### src/rtl/bat_amateur_pkg.sv
// Shared constants for the BatAmateur boot loader: RAM direction codes,
// loader state encoding and the segment terminator value.
package bat_amateur_pkg;

  localparam logic RAM_WRITE = 1'b0;
  localparam logic RAM_READ  = 1'b1;

  localparam int SEG_TERMINATOR = 0;

  typedef enum logic [3:0] {
    ST_IDLE    = 4'd0,
    ST_HDR_A   = 4'd1,
    ST_HDR_C   = 4'd2,
    ST_DATA    = 4'd3,
    ST_WRITE   = 4'd4,
    ST_VRD     = 4'd5,
    ST_VCMP    = 4'd6,
    ST_RELEASE = 4'd7,
    ST_ERR     = 4'd8
  } ld_state_e;

endpackage

### src/rtl/bat_amateur_seg_ctr.sv
// Segment pointer/word-count pair: the pointer loads from the BASE header and
// the count from the COUNT header; both advance together on each stored word.
module bat_amateur_seg_ctr #(
  parameter int AW = 16,
  parameter int DW = 16
) (
  input  logic          clk,
  input  logic          rst_n,
  input  logic          load_base,
  input  logic [AW-1:0] base,
  input  logic          load_cnt,
  input  logic [DW-1:0] count,
  input  logic          step,
  output logic [AW-1:0] ptr,
  output logic          last
);

  logic [DW-1:0] cnt;

  always_ff @(posedge clk or negedge rst_n) begin
    if (!rst_n) begin
      ptr <= '0;
      cnt <= '0;
    end else begin
      // ptr wraps silently at the top of the address space
      if (load_base)
        ptr <= base;
      else if (step)
        ptr <= ptr + AW'(1);
      if (load_cnt)
        cnt <= count;
      else if (step)
        cnt <= cnt - DW'(1);
    end
  end

  assign last = (cnt == DW'(1));

endmodule

### src/rtl/bat_amateur_boot_loader.sv
// Boot loader for the BatAmateur CPU: holds the CPU halted, streams a segmented
// image from a valid/ready source into RAM (optionally verified), then releases the bus.
module bat_amateur_boot_loader
  import bat_amateur_pkg::*;
#(
  parameter int DATA_WIDTH    = 16,
  parameter int ADDRESS_WIDTH = 16,
  parameter int VERIFY        = 0,
  parameter int AUTO_START    = 1
) (
  input  logic                     CLK,
  input  logic                     RESET,
  input  logic                     START,
  input  logic                     SRC_VALID,
  output logic                     SRC_READY,
  input  logic [DATA_WIDTH-1:0]    SRC_DATA,
  input  logic [DATA_WIDTH-1:0]    RAM_RDATA,
  output logic                     RAM_EN,
  output logic                     RAM_RW,
  output logic [ADDRESS_WIDTH-1:0] ADDRESS_BUS,
  output logic [DATA_WIDTH-1:0]    DATA_BUS,
  output logic                     BUS_OE,
  output logic                     HALT,
  output logic                     DONE,
  output logic                     ERROR,
  output logic [ADDRESS_WIDTH-1:0] ERR_ADDR
);

  localparam int DW = DATA_WIDTH;
  localparam int AW = ADDRESS_WIDTH;

  ld_state_e     state, state_d;
  logic          hs, ld_base, ld_cnt, step, latch_data, err_set, restart;
  logic [AW-1:0] ptr;
  logic          last;

  bat_amateur_seg_ctr #(.AW(AW), .DW(DW)) u_seg_ctr (
    .clk       (CLK),
    .rst_n     (RESET),
    .load_base (ld_base),
    .base      (SRC_DATA[AW-1:0]),
    .load_cnt  (ld_cnt),
    .count     (SRC_DATA),
    .step      (step),
    .ptr       (ptr),
    .last      (last)
  );

  // Next-state logic; the pointer step is folded into WRITE or VCMP
  always_comb begin
    state_d    = state;
    hs         = SRC_READY && SRC_VALID;
    ld_base    = 1'b0;
    ld_cnt     = 1'b0;
    step       = 1'b0;
    latch_data = 1'b0;
    err_set    = 1'b0;
    restart    = 1'b0;
    case (state)
      ST_IDLE:
        if (START || (AUTO_START != 0)) state_d = ST_HDR_A;
      ST_HDR_A:
        if (hs) begin
          ld_base = 1'b1;
          state_d = ST_HDR_C;
        end
      ST_HDR_C:
        if (hs) begin
          if (SRC_DATA == DW'(SEG_TERMINATOR)) begin
            state_d = ST_RELEASE;
          end else begin
            ld_cnt  = 1'b1;
            state_d = ST_DATA;
          end
        end
      ST_DATA:
        if (hs) begin
          latch_data = 1'b1;
          state_d    = ST_WRITE;
        end
      ST_WRITE:
        if (VERIFY != 0) begin
          state_d = ST_VRD;
        end else begin
          step    = 1'b1;
          state_d = last ? ST_HDR_A : ST_DATA;
        end
      ST_VRD:
        state_d = ST_VCMP;
      ST_VCMP:
        if (RAM_RDATA != DATA_BUS) begin
          err_set = 1'b1;
          state_d = ST_ERR;
        end else begin
          step    = 1'b1;
          state_d = last ? ST_HDR_A : ST_DATA;
        end
      ST_RELEASE, ST_ERR:
        if (START) begin
          restart = 1'b1;
          state_d = ST_HDR_A;
        end
      default:
        state_d = ST_IDLE;
    endcase
  end

  // Outputs are registered from the next state so they line up with the state they describe
  always_ff @(posedge CLK or negedge RESET) begin
    if (!RESET) begin
      state       <= ST_IDLE;
      SRC_READY   <= 1'b0;
      RAM_EN      <= 1'b0;
      RAM_RW      <= RAM_READ;
      ADDRESS_BUS <= '0;
      DATA_BUS    <= '0;
      BUS_OE      <= 1'b1;
      HALT        <= 1'b1;
      DONE        <= 1'b0;
      ERROR       <= 1'b0;
      ERR_ADDR    <= '0;
    end else begin
      state     <= state_d;
      SRC_READY <= (state_d == ST_HDR_A) || (state_d == ST_HDR_C) || (state_d == ST_DATA);
      RAM_EN    <= (state_d == ST_WRITE) || (state_d == ST_VRD);
      RAM_RW    <= (state_d == ST_WRITE) ? RAM_WRITE : RAM_READ;
      HALT      <= (state_d != ST_RELEASE);
      BUS_OE    <= (state_d != ST_RELEASE);
      DONE      <= (state_d == ST_RELEASE);
      ERROR     <= (state_d == ST_ERR);
      if ((state_d == ST_WRITE) || (state_d == ST_VRD))
        ADDRESS_BUS <= ptr;
      if (latch_data)
        DATA_BUS <= SRC_DATA;
      if (err_set)
        ERR_ADDR <= ptr;
      else if (restart)
        ERR_ADDR <= '0;
    end
  end

endmodule

### config.mk
export PLATFORM = sky130hd
export DESIGN_NAME = bat_amateur_boot_loader
export DESIGN_NICKNAME = d
export VERILOG_FILES = /design/src/rtl/bat_amateur_pkg.sv /design/src/rtl/bat_amateur_seg_ctr.sv /design/src/rtl/bat_amateur_boot_loader.sv
export SDC_FILE = /design/constraint.sdc
export NUM_CORES = 1
export LEC_CHECK = 0
export ABC_CLOCK_PERIOD_IN_PS = 2850
export CORE_MARGIN = 2
export CORE_UTILIZATION = 50
export CTS_BUF_LIST = sky130_fd_sc_hd__clkbuf_8
export DETAILED_ROUTE_END_ITERATION = 7
export DONT_BUFFER_PORTS = 1
export PLACE_DENSITY_LB_ADDON = 0.15
export SETUP_SLACK_MARGIN = 0.5
export SLEW_MARGIN = 25
export SYNTH_ARGS = -nofsm -noshare
export SYNTH_HDL_FRONTEND = slang
export SYNTH_HIERARCHICAL = 1
export SYNTH_SLANG_ARGS = --single-unit
### constraint.sdc
create_clock -name CLK -period 2.85 [get_ports CLK]
set_input_delay 0.57 -clock CLK [delete_from_list [all_inputs] [get_ports CLK]]
set_output_delay 0.57 -clock CLK [all_outputs]
set_load 0.02 [all_outputs]
# ---- After elaboration in Yosys (flattened, before gate mapping)
# Index checks and enable logic that the tools add are counted.
dict set report totals {
  reg_bits 90
  inputBits 36
  output_inout_bits 55
  word_cells 69
}
dict set report op_classes {
  n_addsub 2
  eq_ne 18
  n_mux 27
  n_reduce_logical 10
}
# op count
set ops {}
lappend ops {{2-to-1 mux 16 bit} 6}
lappend ops {{case mux 4 bit (8 select lines)} 1}
lappend ops {{equality test 4 x 3 -> 1 bit (second input constant)} 7}
lappend ops {{2-to-1 mux 4 bit} 5}
lappend ops {{adder 16 x 1 -> 16 bit (second input constant)} 1}
lappend ops {{equality test 16 x 1 -> 1 bit (second input constant)} 1}
lappend ops {{equality test 4 x 2 -> 1 bit (second input constant)} 4}
lappend ops {{zero test 16 bit} 1}
lappend ops {{inequality test 16 bit} 1}
lappend ops {{subtractor 16 x 1 -> 16 bit (second input constant)} 1}
lappend ops {{2-to-1 mux 1 bit} 12}
lappend ops {{equality test 4 x 1 -> 1 bit (second input constant)} 2}
lappend ops {{equality test 4 bit (second input constant)} 2}
lappend ops {{nonzero test 2 bit} 3}
lappend ops {{zero test 4 bit} 1}
lappend ops {{inequality test 4 x 3 -> 1 bit (second input constant)} 1}
lappend ops {{logical OR 1 bit} 3}
lappend ops {{2-to-1 mux 3 bit} 1}
lappend ops {{2-to-1 mux 2 bit} 1}
lappend ops {{case mux 1 bit (2 select lines)} 1}
lappend ops {{OR reduction 2 bit} 1}
lappend ops {{logical AND 1 bit} 1}

# ---- Longest topological paths before layout
# Gate-level depths: netlist of run 1.
dict set report logic_depth {
  word_depth 7
  mapped_depth 11
  ltp_nobuf 9
}

# ---- Hierarchy
# The synthesis of run 1 kept the hierarchy.
# mod instances cells_per_inst area_per_inst_um2 seq_area_each_um2
set modules_own_cells {}
lappend modules_own_cells {bat_amateur_boot_loader 1 226 2652.5 1453.9}
lappend modules_own_cells {bat_amateur_seg_ctr 1 196 1854.3 800.8}

# ---- Worst setup path after synthesis of run 1
# No wires, ideal clock.
dict set report synth_timing {
  path_type {in2reg}
  start {input port RAM_RDATA[8]}
  end {register u_seg_ctr.cnt[14]}
  setup_ns 0.125
  t_arrival_ns 2.449
  t_required_ns 2.725
  slack_ns 0.276
  path_stages 11
  path_buffers 2
  path_cell_list {xor2_1 > nor4_1 > nand4_1 > buf_4 > a21o_1 > inv_1 > buf_6 > and3b_1 > nand4_1 > xnor2_1 > mux2_2}
}
dict set report synth_between {
  elab_chain_cells 4
}
# item line
set synth_lines {}
lappend synth_lines {{start: declaration} bat_amateur_boot_loader.sv:17} ;# input logic [DATA_WIDTH-1:0] RAM_RDATA,
lappend synth_lines {{inequality test 16 bit} bat_amateur_boot_loader.sv:91} ;# if (RAM_RDATA != DATA_BUS) begin
lappend synth_lines {{2-to-1 mux 1 bit} bat_amateur_boot_loader.sv:91}
lappend synth_lines {{case mux 1 bit (2 select lines)} bat_amateur_boot_loader.sv:59} ;# case (state)
lappend synth_lines {{net step} bat_amateur_boot_loader.sv:33} ;# logic hs, ld_base, ld_cnt, step, latch_data, err_set, restart;
lappend synth_lines {{nonzero test 2 bit (no source line)} --}
lappend synth_lines {{end signal: assignment} bat_amateur_seg_ctr.sv:31} ;# cnt <= count;
lappend synth_lines {{end signal: assignment} bat_amateur_seg_ctr.sv:33} ;# cnt <= cnt - DW'(1);
lappend synth_lines {{end: declaration} bat_amateur_seg_ctr.sv:18} ;# logic [DW-1:0] cnt;
# The timed path passes the listed nets, and every way through them passes these cells.
# A chain may end at the register's enable or synchronous reset.

# ---- Worst setup path in the final report of run 1
dict set report layout_timing {
  start {register DATA_BUS[11]}
  end {register u_seg_ctr.cnt[11]}
}
dict set report layout_between {
  elab_chain_cells 4
}
# item line
set layout_lines {}
lappend layout_lines {{start: declaration} bat_amateur_boot_loader.sv:21} ;# output logic [DATA_WIDTH-1:0] DATA_BUS,
lappend layout_lines {{start signal: assignment} bat_amateur_boot_loader.sv:116} ;# DATA_BUS <= '0;
lappend layout_lines {{start signal: assignment} bat_amateur_boot_loader.sv:134} ;# DATA_BUS <= SRC_DATA;
lappend layout_lines {{inequality test 16 bit} bat_amateur_boot_loader.sv:91}
lappend layout_lines {{2-to-1 mux 1 bit} bat_amateur_boot_loader.sv:91}
lappend layout_lines {{case mux 1 bit (2 select lines)} bat_amateur_boot_loader.sv:59}
lappend layout_lines {{net step} bat_amateur_boot_loader.sv:33}
lappend layout_lines {{nonzero test 2 bit (no source line)} --}
# The timed path passes the listed nets, and every way through them passes these cells.

==> results of run 1 <==
[metrics by stage]
stage	cell area [sq um]	power [uW]	instances	setup WS [ns]	hold WS, ns
detailed placement	4590	4340	513	0.115	0.277
global placement	4590	4280	513	0.209	0.277
global route	5010	5580	538	0.192	-0.128
finish	5010	5240	538	0.311	-0.109
floorplan	4530	3960	422	0.333	0.274
CTS	4920	5220	536	0.347	-0.119
[layout make-up]
| type | count | share of cell area |
|---|---|---|
| well taps | 108 | 0.0270 |
| clock inverters | 7 | 0.0105 |
| clock buffers | 9 | 0.0247 |
| inverters | 4 | 0.00350 |
| multi-input cells | 303 | 0.449 |
| flip-flops and latches | 90 | 0.453 |
| repair buffers | 17 | 0.0325 |
[flip-flops by register name, indices dropped and copies added (netlist names)]
register / cells
ERR_ADDR: 16
DONE: 1
state: 4
RAM_EN: 1
HALT: 1
ADDRESS_BUS: 16
RAM_RW: 1
u_seg_ctr/cnt: 16
SRC_READY: 1
ERROR: 1
u_seg_ctr/ptr: 16
DATA_BUS: 16
[layer usage]
metal	up-vias	track usage	wire [um]
met3	21	0.0617	893
met1	1584	0.320	4700
li1	1517	-	-
met4	0	0.0706	191
met5	-	0	0
met2	160	0.322	4770
[kinds of logic after synthesis]
| logic type | synth area share |
|---|---|
| muxes | 0.0916 |
| buffers and inverters | 0.0336 |
| xor gates and xnor gates | 0.0797 |
| AOI/OAI and AO/OA | 0.0822 |
| and+or+nand+nor | 0.204 |
| DFF | 0.500 |
| adders and majority gates | 0.00833 |
[synth_stat cells, types with 2 or more instances]
cell                        number  area, sq um
sky130_fd_sc_hd__a221o_1         2         20.0
sky130_fd_sc_hd__a2111oi_2       2         30.0
sky130_fd_sc_hd__mux2_2         12          135
sky130_fd_sc_hd__o21ai_1        13         65.1
sky130_fd_sc_hd__xnor2_1        13          114
sky130_fd_sc_hd__nor3_1          8         40.0
sky130_fd_sc_hd__a21oi_1         3         15.0
sky130_fd_sc_hd__nor4_1         13         81.3
sky130_fd_sc_hd__inv_1           4         15.0
sky130_fd_sc_hd__a22oi_1         3         22.5
sky130_fd_sc_hd__buf_4           5         37.5
sky130_fd_sc_hd__mux2i_1         3         30.0
sky130_fd_sc_hd__nand2_1        58          218
sky130_fd_sc_hd__and4_1          2         17.5
sky130_fd_sc_hd__xor2_1         28          245
sky130_fd_sc_hd__o21ai_0        32          160
sky130_fd_sc_hd__nor4_4          2         42.5
sky130_fd_sc_hd__and2_1          3         18.8
sky130_fd_sc_hd__nor3b_1         4         30.0
sky130_fd_sc_hd__and3b_1         2         17.5
sky130_fd_sc_hd__buf_2           7         35.0
sky130_fd_sc_hd__nor2_1         10         37.5
sky130_fd_sc_hd__nand3b_1        2         15.0
sky130_fd_sc_hd__nand3_1         9         45.0
sky130_fd_sc_hd__dfstp_2         2         52.6
sky130_fd_sc_hd__a21o_1          2         15.0
sky130_fd_sc_hd__dfrtp_1        88         2200
sky130_fd_sc_hd__mux2_1         22          248
sky130_fd_sc_hd__buf_6           2         22.5
sky130_fd_sc_hd__nand4_1        26          163
sky130_fd_sc_hd__or2_1           2         12.5
sky130_fd_sc_hd__clkbuf_1       10         37.5
sky130_fd_sc_hd__ha_1            3         37.5
sky130_fd_sc_hd__nor2b_1         5         31.3
sky130_fd_sc_hd__and3_1          4         25.0
[worst paths after layout]
kind / from / endpoint / slack (ns)
max: DATA_BUS[11]$_DFFE_PN0P_ / u_seg_ctr/cnt[11]$_DFFE_PN0P_ / 0.31
min: RESET / ERR_ADDR[1]$_DFFE_PN0P_ / -0.11
max reg2reg: DATA_BUS[11]$_DFFE_PN0P_ / u_seg_ctr/cnt[11]$_DFFE_PN0P_ / 0.31
min reg2reg: u_seg_ctr/ptr[14]$_DFFE_PN0P_ / ADDRESS_BUS[14]$_DFFE_PN0P_ / 0.59
max in group asynchronous: RESET / RAM_RW$_DFF_PN1_ / 2.75
min in group CLK: SRC_DATA[1] / u_seg_ctr/cnt[1]$_DFFE_PN0P_ / 0.33
[power by group]
part	leakage, uW	switching [uW]	internal (uW)	total [uW]
Sequential	0.00110	1130	1850	2980
Clock	0.0000900	468	323	791
Combinational	0.000867	730	740	1470
[repair_timing]
item                       in CTS  in global routing
setup endpoints to repair      28                 27
pin swaps                      11                 15
hold endpoints to repair       88                 88
resized for setup              31                 19
setup buffers                   7                  2
==> metrics.cfg, run 1 <==
[outcome]
result_of_the_run=complete, but fails checks
violated_checks=negative hold slack

[finish]
diodes=0
final_core_util=0.574
areaGrowthSynthToFinish_pct=11.1
fin_nets=464
drive_above_1_share=0.205
nFillCells=731
commonest_non_fill_non_tap_cells_in_the_layout=sky130_fd_sc_hd__dfrtp_1 (76), sky130_fd_sc_hd__nand2_1 (56), sky130_fd_sc_hd__xor2_1 (28)
register_area_sq_um=2270
multi_input_comb_area_sq_um=2250
leading_cell_type_in_the_layout_fill_and_taps_excluded=sky130_fd_sc_hd__dfrtp_1

[critical_path]
cp.required_ns=3.14
critical_path_buf_inv_count=3
path_type_of_the_worst_setup_path=reg2reg
critPathLaunchType=flip-flop
worst_path_largest_cell_delay_ns=0.47
endpoint_kind=flip-flop
slowest_stage=sky130_fd_sc_hd__dfrtp_2
reg2regPathDepth=11
crit_path_frequent_cell=sky130_fd_sc_hd__xor2_1
crit_fanout=6
worst_ep_arrival_time_ns=2.83
worstSetupPathDepth=11
timing.critical_path.max_delay_family=simple AND/OR/NAND/NOR gates
crit_path_cells=xor2_1 > nor4_2 > nand4_1 > a21o_1 > inv_4 > buf_12 > nor4b_4 > buf_6 > nand4b_1 > xor2_1 > o21ai_1

[route]
initialDrtViolationCount=201
detailedRoute.firstPassIterationCount=5
wl_final_um=10600
route.detailed.vias_per_inst=6.10
route.detailed.wl_per_inst_um=19.6
antenna_left=0
remaining_drc_errors=0
dr_total_vias=3282

[timing]
fmaxAchievable_ghz=0.394
slew_headroom=0.629
final-max-slew-violation-count=0
setup_total_negative_slack_ns=0
finalSetupViolations=0
final_min_period_over_clock_period=0.891
worst_slew_pin_slew_ns=0.553
fin_worst_skew_ns=0.0118
fin_hold_ws_ns=-0.109
min_period_ns=2.54
rsz_0062_raised_after_global_routing=true
finalHoldViolCount=88

[placed_design]
final_hpwl_from_detailed_placement_um=7260
globalplace.congestion=0.830
port_buffers=0

[floorplanning]
floorplan.die_area_sq_um=9790
pin_count=91
initial_utilization=0.517
die_y_um=98.9
design.core.area_sq_um=8720
std_cell_rows=34
die_x_um=98.9

[clock_network]
ctsRootBufferMaster=sky130_fd_sc_hd__clkbuf_8
cts.path.max_buffers=2
h-tree-depth=3
clk_pin_slew_worst_paths_ns=0.09
clk_latency_ns=0.36
tritoncts=built
tritoncts_buffer_count=9
cts.sink_count=90

[global_route]
grt_pass1_wl_um=17000
pin_count_of_the_biggest_net_entering_global_routing=91
globalRouteTotalUtil=0.221
gr-total-overflow=0
antenna_found_initial=0
number_of_global_route_vias_before_repair=3120

[synth]
synth_nets=461
yosys_register_bits=90
ys_seq_area_frac=0.500
synth_async_sr_flop_share=1.00
synth-main-ff-cell=sky130_fd_sc_hd__dfrtp_1
synthCells=422
synthesis.yosys.warnings=6
count_of_distinct_cell_types_in_the_synthesized_netlist=51
synthesis.area_per_instance_sq_um=10.7
number_of_enable_flip_flop_cells_after_synthesis=0
synthesis.area_sq_um=4510

[power]
power.leakage_uw=0.00206
cellPowerDensity_nw_per_um2=1050
irDropWorstVdd_v=0.000496

[min_path]
timing.hold.worst.class=in2async

[run]
drv_cap=0

No activity file was read; power rests on OpenSTA's default activity.
==> run 2, diff against run 1 <==
REMOVE_ABC_BUFFERS = 1   (was default)
==> run 2 against run 1 <==
Net effect: the run still ends with negative hold slack left; cell count grew 1.3%; via count shrank 0.88%; critical path depth shrank 1; sequential share of layout area shrank 0.52 points; first-iteration DRC count shrank 8.0%; fmax grew 1.9%; utilization grew 0.57 points; sequential power shrank 2%; flip-flop and latch count is the same; clock power grew 12%; largest power group unchanged; highest routed layer unchanged.
==> metrics.cfg, run 2 (synthesis gave the netlist of run 1 again) <==
[timing]
finalHoldViolCount=88  ; unchanged
rsz_0062_raised_after_global_routing=true  ; unchanged
final_min_period_over_clock_period=0.874  ; was 0.891
setup_total_negative_slack_ns=0  ; unchanged
fin_worst_skew_ns=0.0146  ; was 0.0118 ns
min_period_ns=2.49  ; was 2.54 ns
fmaxAchievable_ghz=0.401  ; was 0.394 GHz
finalSetupViolations=0  ; unchanged
worst_slew_pin_slew_ns=0.985  ; was 0.553 ns
fin_hold_ws_ns=-0.0915  ; was -0.109 ns
final-max-slew-violation-count=0  ; unchanged
slew_headroom=0.344  ; was 0.629

[placed_design]
port_buffers=0  ; unchanged
final_hpwl_from_detailed_placement_um=7250  ; was 7260 um
globalplace.congestion=0.836  ; was 0.830
dpl.cell_count=517  ; was 513

[clock_network]
h-tree-depth=3  ; unchanged
tritoncts_buffer_count=9  ; unchanged
cts.path.max_buffers=2  ; unchanged
ctsRootBufferMaster=sky130_fd_sc_hd__clkbuf_8  ; unchanged
clk_pin_slew_worst_paths_ns=0.09  ; about the same
tritoncts=built  ; unchanged
clk_latency_ns=0.35  ; was 0.36 ns
cts.sink_count=90  ; unchanged

[critical_path]
crit_path_cells=xor2_1 > nor4_1 > nand4_1 > a21o_1 > inv_2 > buf_6 > and3b_2 > nand4_1 > xnor2_1 > mux2_2  ; was xor2_1 > nor4_2 > nand4_1 > a21o_1 > inv_4 > buf_12 > nor4b_4 > buf_6 > nand4b_1 > xor2_1 > o21ai_1
critPathLaunchType=flip-flop  ; unchanged
critical_path_buf_inv_count=2  ; was 3
crit_path_frequent_cell=sky130_fd_sc_hd__nand4_1  ; was sky130_fd_sc_hd__xor2_1
endpoint_kind=flip-flop  ; unchanged
path_type_of_the_worst_setup_path=reg2reg  ; unchanged
timing.critical_path.max_delay_family=simple AND/OR/NAND/NOR gates  ; unchanged
cp.required_ns=3.08  ; was 3.14 ns
crit_fanout=4  ; was 6
worst_ep_arrival_time_ns=2.72  ; was 2.83 ns
worst_path_largest_cell_delay_ns=0.47  ; about the same
slowest_stage=sky130_fd_sc_hd__dfrtp_2  ; unchanged

[global_route]
gr-total-overflow=0  ; unchanged
antenna_found_initial=0  ; unchanged
grt_pass1_wl_um=17600  ; was 17,000 um
pin_count_of_the_biggest_net_entering_global_routing=91  ; unchanged
globalRouteTotalUtil=0.226  ; was 0.221
number_of_global_route_vias_before_repair=3333  ; was 3,120

[route]
wl_final_um=10800  ; was 10,600 um
route.detailed.vias_per_inst=5.97  ; was 6.10
antenna_left=0  ; unchanged
route.detailed.wl_per_inst_um=19.8  ; was 19.6 um
detailedRoute.firstPassIterationCount=4  ; was 5
remaining_drc_errors=0  ; unchanged
dr_total_vias=3253  ; was 3,282
initialDrtViolationCount=185  ; was 201

[power]
irDropWorstVdd_v=0.000499  ; was 0.000496 V
cell_internal_pwr_uw=3030  ; was 2910 uW
power.leakage_uw=0.00210  ; was 0.00206 uW
cellPowerDensity_nw_per_um2=1060  ; was 1050 nW/um^2
power_frac_clock=0.165  ; was 0.151
overall_power_after_layout_uw=5350  ; was 5240 uW
netSwitchingPower_uw=2320  ; was 2330 uW
power.share.combinational=0.288  ; was 0.280
power_frac_seq=0.547  ; was 0.569
sw_frac_of_total=0.434  ; was 0.445

[floorplanning]
design.core.area_sq_um=8720  ; unchanged
pin_count=91  ; unchanged
die_x_um=98.9  ; unchanged
std_cell_rows=34  ; unchanged
die_y_um=98.9  ; unchanged
initial_utilization=0.517  ; unchanged
floorplan.die_area_sq_um=9790  ; unchanged

[finish]
final_core_util=0.580  ; was 0.574
fin_nets=471  ; was 464
commonest_non_fill_non_tap_cells_in_the_layout=sky130_fd_sc_hd__dfrtp_1 (79), sky130_fd_sc_hd__nand2_1 (58), sky130_fd_sc_hd__xor2_1 (28)  ; was sky130_fd_sc_hd__dfrtp_1 (76), sky130_fd_sc_hd__nand2_1 (56), sky130_fd_sc_hd__xor2_1 (28)
diodes=0  ; unchanged
drive_above_1_share=0.204  ; was 0.205
final_cell_count_no_fill=545  ; was 538
leading_cell_type_in_the_layout_fill_and_taps_excluded=sky130_fd_sc_hd__dfrtp_1  ; unchanged
areaGrowthSynthToFinish_pct=12.2  ; was 11.1%

[min_path]
timing.hold.worst.class=in2async  ; unchanged

[outcome]
violated_checks=negative hold slack  ; unchanged
result_of_the_run=complete, but fails checks  ; unchanged

[run]
drv_cap=0  ; unchanged

[run 2: cell count changes in the layout (fill, tap and decap cells not counted), sizes merged]
cell | before | now
bufinv | 0 | 1
clkbuf | 9 | 10
clkinvlp | 1 | 2
buf | 17 | 24
inv | 6 | 5
clkinv | 4 | 2
[run 2: layout make-up]
type	instances	area, sq um
tap	108	135
inverter	4	15.0
clock buffer	10	138
fill	735	3660
sequential	90	2270
timing repair buffer	24	220
clock inverter	6	63.8
multi-input combinational	303	2220
[run 2: timing repair]
item	4_1_cts	5_1_grt
setup buffers	8	4
hold endpoints to repair	88	88
pin swaps	13	9
endpoints found under the setup margin	42	32
gates resized for setup	21	21
[run 2: power groups by stage]
stage | Combinational (uW) | Clock (uW) | Sequential (uW)
6_report | 1540 | 882 | 2930
5_1_grt | 1740 | 954 | 3030
4_1_cts | 1500 | 905 | 2910
3_5_place_dp | 1470 | 0 | 2920
3_3_place_gp | 1420 | 0 | 2910
2_1_floorplan | 1130 | 0 | 2740
[run 2: worst paths after layout]
kind	slack, ns	endpoint	cells after the start	startpoint
max	0.36	u_seg_ctr/cnt[14]$_DFFE_PN0P_	10	DATA_BUS[1]$_DFFE_PN0P_
min	-0.09	ERROR$_DFF_PN0_	0	RESET
max reg2reg	0.36	u_seg_ctr/cnt[14]$_DFFE_PN0P_	10	DATA_BUS[1]$_DFFE_PN0P_
min reg2reg	0.59	ADDRESS_BUS[14]$_DFFE_PN0P_	1	u_seg_ctr/ptr[14]$_DFFE_PN0P_
max in group asynchronous	2.70	HALT$_DFF_PN1_	0	RESET
min in group CLK	0.34	u_seg_ctr/ptr[11]$_DFFE_PN0P_	2	SRC_DATA[11]
[run 2: through the flow]
step	area [sq um]	setup slack, ns
2_1_floorplan	4370	-0.323
3_3_place_gp	4610	0.154
3_5_place_dp	4610	0.0981
4_1_cts	4970	0.340
5_1_grt	5060	0.220
6_report	5060	0.359
[run 2: routing by layer]
layer / vias to the layer above / global-route usage / share of wire
li1: 1524 / - / -
met1: 1608 / 0.309 / 0.45
met2: 112 / 0.357 / 0.47
met3: 9 / 0.0638 / 0.070
met4: 0 / 0.0580 / 0.0073
met5: - / 0 / 0
==> run 3, diff against run 2 <==
ABC_CLOCK_PERIOD_IN_PS = default   (was 2850)
MAX_ROUTING_LAYER = met4   (was default)
clock period = 3.15 ns   (was 2.85 ns; I/O delays follow)
==> run 3 against run 2 <==
Net effect: design area shrank 1.7%; first-iteration DRC count decreased by 7.0%; utilization shrank 0.99 points; power decreased by 9.1%; flip-flop and latch count did not move; critical path type unchanged; die area did not move; non-clock buffer count down 6; the run still ends with negative hold slack left; via count down 1.1%.
==> metrics.cfg, run 3 (synthesis gave the netlist of run 1 again) <==
[outcome]
result_of_the_run=complete, but fails checks  ; unchanged
violated_checks=negative hold slack  ; unchanged

[critical_path]
setup.reg_to_reg.worst_slack_ns=0.53  ; was 0.36 ns
critical_path_buf_inv_count=2  ; unchanged
reg_to_reg_critical_path_startpoint=DATA_BUS[0]$_DFFE_PN0P_  ; was DATA_BUS[1]$_DFFE_PN0P_
worst_setup_path_endpoint=u_seg_ctr/ptr[15]$_DFFE_PN0P_  ; was u_seg_ctr/cnt[14]$_DFFE_PN0P_
path_type_of_the_worst_setup_path=reg2reg  ; unchanged
worst_path_largest_cell_delay_ns=0.47  ; about the same
crit_fanout=5  ; was 4
endpoint_kind=flip-flop  ; unchanged
critical_path_origin=DATA_BUS[0]$_DFFE_PN0P_  ; was DATA_BUS[1]$_DFFE_PN0P_
critPathLaunchType=flip-flop  ; unchanged
crit_path_cells=xor2_1 > nor4_2 > nand4_1 > a21o_1 > inv_2 > nand4_4 > nor4_4 > buf_4 > mux2i_1 > nand2_1  ; was xor2_1 > nor4_1 > nand4_1 > a21o_1 > inv_2 > buf_6 > and3b_2 > nand4_1 > xnor2_1 > mux2_2
cp.required_ns=3.40  ; was 3.08 ns
worst_ep_arrival_time_ns=2.86  ; was 2.72 ns
timing.critical_path.max_delay_family=simple AND/OR/NAND/NOR gates  ; unchanged
worst_r2r_endpoint=u_seg_ctr/ptr[15]$_DFFE_PN0P_  ; was u_seg_ctr/cnt[14]$_DFFE_PN0P_
reg2regPathDepth=10  ; unchanged
slowest_stage=sky130_fd_sc_hd__dfrtp_2  ; unchanged
worstSetupPathDepth=10  ; unchanged

[placed_design]
globalplace.congestion=0.880  ; was 0.836
port_buffers=0  ; unchanged
dpl.cell_count=512  ; was 517
final_hpwl_from_detailed_placement_um=7190  ; was 7250 um
setup_slack_placement_ns=0.223  ; was 0.0981 ns

[clock_network]
cts.sink_count=90  ; unchanged
cts.path.max_buffers=2  ; unchanged
tritoncts=built  ; unchanged
clk_pin_slew_worst_paths_ns=0.09  ; about the same
h-tree-depth=3  ; unchanged
clk_latency_ns=0.35  ; about the same
ctsRootBufferMaster=sky130_fd_sc_hd__clkbuf_8  ; unchanged
tritoncts_buffer_count=9  ; unchanged

[finish]
fin_nets=465  ; was 471
drive_above_1_share=0.176  ; was 0.204
leading_cell_type_in_the_layout_fill_and_taps_excluded=sky130_fd_sc_hd__dfrtp_1  ; unchanged
nFillCells=766  ; was 735
areaGrowthSynthToFinish_pct=10.3  ; was 12.2%
diodes=0  ; unchanged
final_cell_count_no_fill=539  ; was 545
commonest_non_fill_non_tap_cells_in_the_layout=sky130_fd_sc_hd__dfrtp_1 (80), sky130_fd_sc_hd__nand2_1 (58), sky130_fd_sc_hd__o21ai_0 (31)  ; was sky130_fd_sc_hd__dfrtp_1 (79), sky130_fd_sc_hd__nand2_1 (58), sky130_fd_sc_hd__xor2_1 (28)

[floorplanning]
initial_utilization=0.517  ; unchanged
floorplan.die_area_sq_um=9790  ; unchanged
die_x_um=98.9  ; unchanged
std_cell_rows=34  ; unchanged
pin_count=91  ; unchanged
die_y_um=98.9  ; unchanged
design.core.area_sq_um=8720  ; unchanged

[route]
route.detailed.vias_per_inst=5.97  ; about the same
antenna_left=0  ; unchanged
route.detailed.wl_per_inst_um=19.6  ; was 19.8 um
initialDrtViolationCount=172  ; was 185
remaining_drc_errors=0  ; unchanged
dr_total_vias=3216  ; was 3,253
wl_final_um=10600  ; was 10,800 um
detailedRoute.firstPassIterationCount=4  ; unchanged

[power]
power_frac_seq=0.547  ; about the same
netSwitchingPower_uw=2070  ; was 2320 uW
cellPowerDensity_nw_per_um2=979  ; was 1060 nW/um^2
power.leakage_uw=0.00202  ; was 0.00210 uW
power.share.combinational=0.271  ; was 0.288
sw_frac_of_total=0.426  ; was 0.434
power_frac_clock=0.182  ; was 0.165
irDropWorstVdd_v=0.000486  ; was 0.000499 V
cell_internal_pwr_uw=2790  ; was 3030 uW

[global_route]
globalRouteTotalUtil=0.226  ; about the same
number_of_global_route_vias_before_repair=3196  ; was 3,333
grt_pass1_wl_um=16900  ; was 17,600 um
pin_count_of_the_biggest_net_entering_global_routing=91  ; unchanged
antenna_found_initial=0  ; unchanged
gr-total-overflow=0  ; unchanged

[timing]
rsz_0062_raised_after_global_routing=true  ; unchanged
fin_worst_skew_ns=0.00735  ; was 0.0146 ns
setup_total_negative_slack_ns=0  ; unchanged
fin_hold_ws_ns=-0.0362  ; was -0.0915 ns
postLayoutSetupSlackWorst_ns=0.531  ; was 0.359 ns
min_period_ns=2.62  ; was 2.49 ns
fmaxAchievable_ghz=0.382  ; was 0.401 GHz
finalSetupViolations=0  ; unchanged
finalHoldViolCount=88  ; unchanged
final_min_period_over_clock_period=0.832  ; was 0.874
final-max-slew-violation-count=0  ; unchanged
slew_headroom=0.551  ; was 0.344
worst_slew_pin_slew_ns=0.673  ; was 0.985 ns

[min_path]
timing.hold.worst.class=in2async  ; unchanged

[run]
drv_cap=0  ; unchanged

## run 3: repair_timing
action	4_1_cts	5_1_grt
hold endpoints to repair	88	88
setup buffers	3	7
cloned	0	0
endpoints found under the setup margin	18	16
resized for setup	5	17
pin swaps	2	7
## run 3: final cells by class
class / count / area [sq um] / area share
Multi-Input combinational cell: 303 / 2160 / 0.435
Tap cell: 108 / 135 / 0.0272
Sequential cell: 90 / 2260 / 0.456
Timing Repair Buffer: 18 / 166 / 0.0335
Clock buffer: 10 / 138 / 0.0277
Clock inverter: 6 / 88.8 / 0.0179
Inverter: 4 / 15.0 / 0.00302
## run 3: worst register-to-register path: stages, from the launching register on
cell and delay, ns:
sky130_fd_sc_hd__dfrtp_2 0.47, sky130_fd_sc_hd__xor2_1 0.22, sky130_fd_sc_hd__nor4_2 0.29, sky130_fd_sc_hd__nand4_1 0.24
sky130_fd_sc_hd__a21o_1 0.27, sky130_fd_sc_hd__inv_2 0.11, sky130_fd_sc_hd__nand4_4 0.17, sky130_fd_sc_hd__nor4_4 0.30
sky130_fd_sc_hd__buf_4 0.19, sky130_fd_sc_hd__mux2i_1 0.20, sky130_fd_sc_hd__nand2_1 0.06
## run 3: worst min-delay path by stage
stage                                         endpoint  slack, ns
after global routing                   ERROR$_DFF_PN0_      -0.06
after floorplan             ADDRESS_BUS[0]$_DFFE_PN0P_       0.33
after CTS                  ADDRESS_BUS[10]$_DFFE_PN0P_      -0.05
after detailed placement               ERROR$_DFF_PN0_       0.34
final                     u_seg_ctr/ptr[0]$_DFFE_PN0P_      -0.04
after global placement              state[2]$_DFF_PN0_       0.34
## run 3: metal layers
metal | routed length (um) | part of all wire | GRT usage
met4 | 71 | 0.0067 | 0.0590
met1 | 4780 | 0.45 | 0.299
met2 | 4920 | 0.46 | 0.346
met5 | 0 | 0 | -
met3 | 820 | 0.077 | 0.0631
## run 3: power groups by stage
stage	clock network, uW	logic, uW	registers [uW]
6_report	884	1320	2660
5_1_grt	944	1490	2750
3_5_place_dp	0	1260	2670
3_3_place_gp	0	1220	2660
2_1_floorplan	0	1020	2480
4_1_cts	903	1290	2650
## run 3: metrics by stage
stage | total power (uW) | hold slack (ns) | util | cell area (sq um)
floorplan | 3500 | 0.334 | - | 4370
global placement | 3880 | 0.337 | 0.523 | 4560
detailed placement | 3930 | 0.338 | 0.523 | 4560
CTS | 4840 | -0.0540 | 0.554 | 4830
global route | 5180 | -0.0635 | 0.570 | 4970
finish | 4870 | -0.0362 | 0.570 | 4970
